--- src/rtl/fp_linear_decoder_if.sv ---
// Operand/result handshake bundle for fp_linear_decoder: S/E/F in with
// in_valid/in_ready, linear result D out with out_valid/out_ready.
interface fp_linear_decoder_if #(
  parameter int EXP_W = 3,
  parameter int SIG_W = 4,
  parameter int OUT_W = 12
);
  logic             in_valid;
  logic             in_ready;
  logic             S;
  logic [EXP_W-1:0] E;
  logic [SIG_W-1:0] F;
  logic             out_valid;
  logic             out_ready;
  logic [OUT_W-1:0] D;

  modport master (
    output in_valid, S, E, F, out_ready,
    input  in_ready, out_valid, D
  );

  modport slave (
    input  in_valid, S, E, F, out_ready,
    output in_ready, out_valid, D
  );
endinterface

--- src/rtl/fp_linear_decoder.sv ---
// Sign/exponent/significand to two's-complement linear decoder, D = (-1)^S * F * 2^E.
// Iterative one-shift-per-clock datapath; define FPDEC_BARREL_EN for a single-cycle barrel shifter.
module fp_linear_decoder #(
  parameter int EXP_W = 3,
  parameter int SIG_W = 4,
  parameter int OUT_W = 12
) (
  input logic              clk,
  input logic              rst_n,
  fp_linear_decoder_if.slave bus
);

`ifdef FPDEC_BARREL_EN
  typedef enum logic [1:0] {ST_IDLE = 2'd0, ST_HOLD = 2'd2} state_e;
`else
  typedef enum logic [1:0] {ST_IDLE = 2'd0, ST_SHIFT = 2'd1, ST_HOLD = 2'd2} state_e;
`endif

  state_e           state_r, state_n;
  logic [OUT_W-1:0] d_r, d_n;
  logic             out_valid_r, out_valid_n;
  logic             in_ready_r;
  logic             accept_s;
`ifdef FPDEC_BARREL_EN
  logic [OUT_W-1:0] mag_bar_s;
`else
  logic [OUT_W-1:0] mag_r, mag_n;
  logic [EXP_W-1:0] cnt_r, cnt_n;
  logic             sgn_r, sgn_n;
`endif

  assign accept_s      = bus.in_valid & in_ready_r;
  assign bus.in_ready  = in_ready_r;
  assign bus.out_valid = out_valid_r;
  assign bus.D         = d_r;
`ifdef FPDEC_BARREL_EN
  assign mag_bar_s     = OUT_W'(bus.F) << bus.E;
`endif

  // State and datapath registers; in_ready is registered as the decode of the next state.
  always_ff @(posedge clk) begin
    if (!rst_n) begin
      state_r     <= ST_IDLE;
      d_r         <= {OUT_W{1'b0}};
      out_valid_r <= 1'b0;
      in_ready_r  <= 1'b1;
`ifndef FPDEC_BARREL_EN
      mag_r       <= {OUT_W{1'b0}};
      cnt_r       <= {EXP_W{1'b0}};
      sgn_r       <= 1'b0;
`endif
    end else begin
      state_r     <= state_n;
      d_r         <= d_n;
      out_valid_r <= out_valid_n;
      in_ready_r  <= (state_n == ST_IDLE);
`ifndef FPDEC_BARREL_EN
      mag_r       <= mag_n;
      cnt_r       <= cnt_n;
      sgn_r       <= sgn_n;
`endif
    end
  end

  // Next-state and datapath update.
  always_comb begin
    state_n     = state_r;
    d_n         = d_r;
    out_valid_n = out_valid_r;
`ifndef FPDEC_BARREL_EN
    mag_n       = mag_r;
    cnt_n       = cnt_r;
    sgn_n       = sgn_r;
`endif
    case (state_r)
      ST_IDLE: begin
        if (accept_s) begin
`ifdef FPDEC_BARREL_EN
          d_n         = bus.S ? (~mag_bar_s + OUT_W'(1'b1)) : mag_bar_s;
          out_valid_n = 1'b1;
          state_n     = ST_HOLD;
`else
          mag_n   = OUT_W'(bus.F);
          cnt_n   = bus.E;
          sgn_n   = bus.S;
          state_n = ST_SHIFT;
`endif
        end else begin
          state_n = ST_IDLE;
        end
      end
`ifndef FPDEC_BARREL_EN
      // F=0 negates to 0, so no negative zero can appear.
      ST_SHIFT: begin
        if (cnt_r != {EXP_W{1'b0}}) begin
          mag_n = {mag_r[OUT_W-2:0], 1'b0};
          cnt_n = cnt_r - EXP_W'(1'b1);
        end else begin
          d_n         = sgn_r ? (~mag_r + OUT_W'(1'b1)) : mag_r;
          out_valid_n = 1'b1;
          state_n     = ST_HOLD;
        end
      end
`endif
      ST_HOLD: begin
        if (bus.out_ready) begin
          out_valid_n = 1'b0;
          state_n     = ST_IDLE;
        end else begin
          state_n = ST_HOLD;
        end
      end
      default: begin
        out_valid_n = 1'b0;
        state_n     = ST_IDLE;
      end
    endcase
  end

endmodule

--- src/flat_wrapper.sv ---
// flat-port wrapper written by rule: the top's interface ports become plain ports
module fp_linear_decoder_flat 
#(
  parameter int EXP_W = 3,
  parameter int SIG_W = 4,
  parameter int OUT_W = 12
)
  (clk, rst_n, bus_in_valid, bus_S, bus_E, bus_F, bus_out_ready, bus_in_ready, bus_out_valid, bus_D);
  fp_linear_decoder_if #(.EXP_W(EXP_W), .SIG_W(SIG_W), .OUT_W(OUT_W)) bus_i ();
  input logic clk;
  input logic rst_n;
  input wire logic [$bits(bus_i.in_valid)-1:0] bus_in_valid;
  input wire logic [$bits(bus_i.S)-1:0] bus_S;
  input wire logic [$bits(bus_i.E)-1:0] bus_E;
  input wire logic [$bits(bus_i.F)-1:0] bus_F;
  input wire logic [$bits(bus_i.out_ready)-1:0] bus_out_ready;
  output wire logic [$bits(bus_i.in_ready)-1:0] bus_in_ready;
  output wire logic [$bits(bus_i.out_valid)-1:0] bus_out_valid;
  output wire logic [$bits(bus_i.D)-1:0] bus_D;
  assign bus_i.in_valid = bus_in_valid;
  assign bus_i.S = bus_S;
  assign bus_i.E = bus_E;
  assign bus_i.F = bus_F;
  assign bus_i.out_ready = bus_out_ready;
  assign bus_in_ready = bus_i.in_ready;
  assign bus_out_valid = bus_i.out_valid;
  assign bus_D = bus_i.D;
  fp_linear_decoder #(.EXP_W(EXP_W), .SIG_W(SIG_W), .OUT_W(OUT_W)) u_core (.clk(clk), .rst_n(rst_n), .bus(bus_i));
endmodule
--- config.mk ---
export PLATFORM = sky130hd
export DESIGN_NAME = fp_linear_decoder_flat
export DESIGN_NICKNAME = d
export VERILOG_FILES = /design/src/rtl/fp_linear_decoder_if.sv /design/src/rtl/fp_linear_decoder.sv /design/src/flat_wrapper.sv
export SDC_FILE = /design/constraint.sdc
export NUM_CORES = 1
export LEC_CHECK = 0
export ABC_CLOCK_PERIOD_IN_PS = 1570
export CAP_MARGIN = 20
export CORE_MARGIN = 2
export CORE_UTILIZATION = 55
export DETAILED_ROUTE_END_ITERATION = 8
export DONT_BUFFER_PORTS = 1
export GPL_ROUTABILITY_DRIVEN = 0
export PLACE_DENSITY = 0.73
export SLEW_MARGIN = 20
export SYNTH_ARGS = -nofsm -noshare
export SYNTH_HDL_FRONTEND = slang
export SYNTH_SLANG_ARGS = --single-unit
--- constraint.sdc ---
create_clock -name clk -period 1.57 [get_ports clk]
set_input_delay 0.314 -clock clk [delete_from_list [all_inputs] [get_ports clk]]
set_output_delay 0.314 -clock clk [all_outputs]
set_load 0.02 [all_outputs]
==> flow_summary.toml <==
[yosys]
synth_top_cell_area_share = 0.410
synth_top_cell_by_area = "dfxtp_1"
async_flop_share = 0
synth.distinct_cells = 48
synth.net_count = 193
synth_edf_count = 0
synth_ff_type = "dfxtp_1"
synth_seq_cells = 32
ys_top_cells_by_area = "dfxtp_1, nor2_1, a21oi_1"
yosys_warnings = 0
ys_seq_area_frac = 0.410
syn_area_um2 = 1560
syn_area_per_cell_um2 = 8.79
synthCells = 178

[timing]
finalHoldViolCount = 0
slew_headroom = 0.668
max_freq_mhz = 657
setup_viol = 0
final.setup_skew_ns = 0.00957
min_period_ns = 1.52
fin_hold_ws_ns = 0.0499
worstMarginPinSlew_ns = 0.492
slew_viol_final = 0
finalCritPeriodShare = 0.969

[cts]
cts_buffer_depth = 2
cts_hold_buf = 0
h-tree-depth = 2
cts_tree = "built"
path_clk_slew_ns = 0.09
clk_latency_ns = 0.34
clock_tree.root_cell = "clkbuf_4"
cts_buffers = 5
cts.sinks = 32

[floorplan]
die_area_um2 = 3290
die_w_um = 57.3
row_count = 19
core_region_area_um2 = 2730
start_util = 0.572
die_h_um = 57.3
io_pins = 26

[cells_and_area]
final_cell_area_um2 = 1760
nNetsFinal = 204
nFillCells = 247
multi_input_area_um2 = 865
syn2layout_area_growth_pct = 12.4
n_antenna_cell = 0
register_area_um2 = 641
layout-drive-gt1-share = 0.195

[global_routing]
grt_pass1_wl_um = 5640
antenna_found_initial = 0
track_usage = 0.226
grt_max_degree = 28
grt_pass1_vias = 1256
grt.overflow.total = 0

[setup_path]
worst_path_largest_cell_delay_ns = 0.36
crit_path_cell_trace = "inv_1, ha_1, and4bb_4, nor4b_2, a311oi_1, a21oi_1"
crit_type = "reg2reg"
critical_path_buf_inv_count = 1
start_kind = "flip-flop"
cp_top_family = "simple AND/OR/NAND/NOR gates"
arrival_ns = 1.79
critical_path_required_ns = 1.84
cpMaxStageDelayCell = "and4bb_4"
end_kind = "flip-flop"
cp_max_fo = 10

[power]
power_density_nw_per_um2 = 1220
ir_drop_v = 0.000872
total_power_mw = 2.15
power.internal_mw = 1.39
net-switching-power_mw = 0.754
pwr-share-seq = 0.477
netSwitchingFraction = 0.351
clockPowerShare = 0.229
leakagePower_nw = 0.610
comb_power_share = 0.294

[drt]
routed_wl_um = 3600
vias = 1346
wl_per_cell_um = 16.3
first_pass_iters = 4
drt-initial-drc-count = 44
via_per_inst = 6.09
drc_errors = 0
ant_nets = 0

[placed_design]
numPortBuffers = 0
hpwl_um = 2540
place_area_um2 = 1630

[hold_path]
hp-class = "in2reg"

[status]
status = "finished, final reports clean"

[run]
cap_violations = 0
## logic make-up (layout without fill, tap and decap cells)
family / count (synthesis) / after routing / share of synthesized area
buffers and inverters: 18 / 30 / 0.0608
adders and majority gates: 3 / 3 / 0.0240
DFF: 32 / 32 / 0.410
AOI/OAI and AO/OA: 51 / 51 / 0.232
muxes: 3 / 3 / 0.0192
xor gates and xnor gates: 7 / 7 / 0.0392
and+or+nand+nor: 64 / 64 / 0.215
## metrics by stage
step	util	cells	setup slack [ns]	TNS, ns
floorplan	-	178	0.114	0
global placement	0.597	209	0.101	0
detailed placement	0.597	209	0.0443	0
CTS	0.619	217	0.0139	0
global route	0.643	221	-0.0170	-0.0170
finish	0.643	221	0.0490	0
## cells in the mapped netlist (2+ instances only)
cell type and number:
o21ai_1 2, xnor2_1 5, nor3b_1 2, a311oi_1 5, o21ai_0 6, buf_4 2
buf_6 2, o31ai_1 2, dfxtp_1 32, nand2b_1 2, mux2i_1 3, xor2_1 2
a21oi_2 2, nand2_1 15, nand3_1 8, inv_1 5, clkbuf_1 4, a211oi_1 8
nor2_1 23, ha_1 3, a21oi_1 16, buf_2 3
## flip-flops by register name, indices dropped and copies added (netlist names)
name / flops
u_core.bus.D: 12
u_core.bus.in_ready: 1
u_core.bus.out_valid: 1
u_core.cnt_r: 3
u_core.mag_r: 12
u_core.sgn_r: 1
u_core.state_r: 2
## power by group through the flow
stage               clock network, mW  logic, mW  registers (mW)
floorplan                           0      0.437            1.03
global route                    0.532      0.690            1.04
detailed placement                  0      0.560            1.04
CTS                             0.496      0.562            1.02
global placement                    0      0.530            1.04
finish                          0.492      0.632            1.03
## layer usage
| layer | GRT usage | wire [um] |
|---|---|---|
| met2 | 0.384 | 1830 |
| met3 | 0.0794 | 188 |
| met4 | 0.0963 | 36 |
| met5 | 0 | 0 |
| met1 | 0.257 | 1540 |
## layout by cell type (no fill, tap or decap), drive strengths merged, types with 2 or more instances in the layout
cell / count
xnor2: 5
inv: 5
a311oi: 5
ha: 3
nor2: 23
dfxtp: 32
mux2i: 3
nand2: 15
a21oi: 18
a211oi: 9
nor3b: 2
o21ai: 9
o31ai: 2
clkbuf: 8
xor2: 2
nand3: 8
nand2b: 2
and4bb: 2
buf: 16
## final timing paths
| kind | startpoint | to | slack (ns) | depth (start not counted) |
|---|---|---|---|---|
| hold reg to reg | u_core.mag_r[11] | u_core.mag_r[11] | 0.49 | 2 |
| setup / recovery | u_core.cnt_r[1] | u_core.bus.D[9] | 0.05 | 6 |
| hold / removal | rst_n | u_core.bus.in_ready | 0.05 | 1 |
| setup reg to reg | u_core.cnt_r[1] | u_core.bus.D[9] | 0.05 | 6 |
## timing repair
item,4_1_cts,5_1_grt
gates resized for setup,0,7
buffers inserted,0,4
setup endpoints to repair,0,12
## cell type report
class                           count  area share
Inverter                            6      0.0128
Multi-Input combinational cell    128       0.492
Tap cell                           31      0.0221
Sequential cell                    32       0.364
Timing Repair Buffer               16      0.0754
Clock buffer                        8      0.0335
## worst register-to-register path, cell delays in order, from the launching register on
cell and delay (ns):
dfxtp_1 0.31, inv_1 0.08, ha_1 0.19, and4bb_4 0.36, nor4b_2 0.29, a311oi_1 0.08
a21oi_1 0.16
No activity file was read; power rests on OpenSTA's default activity.
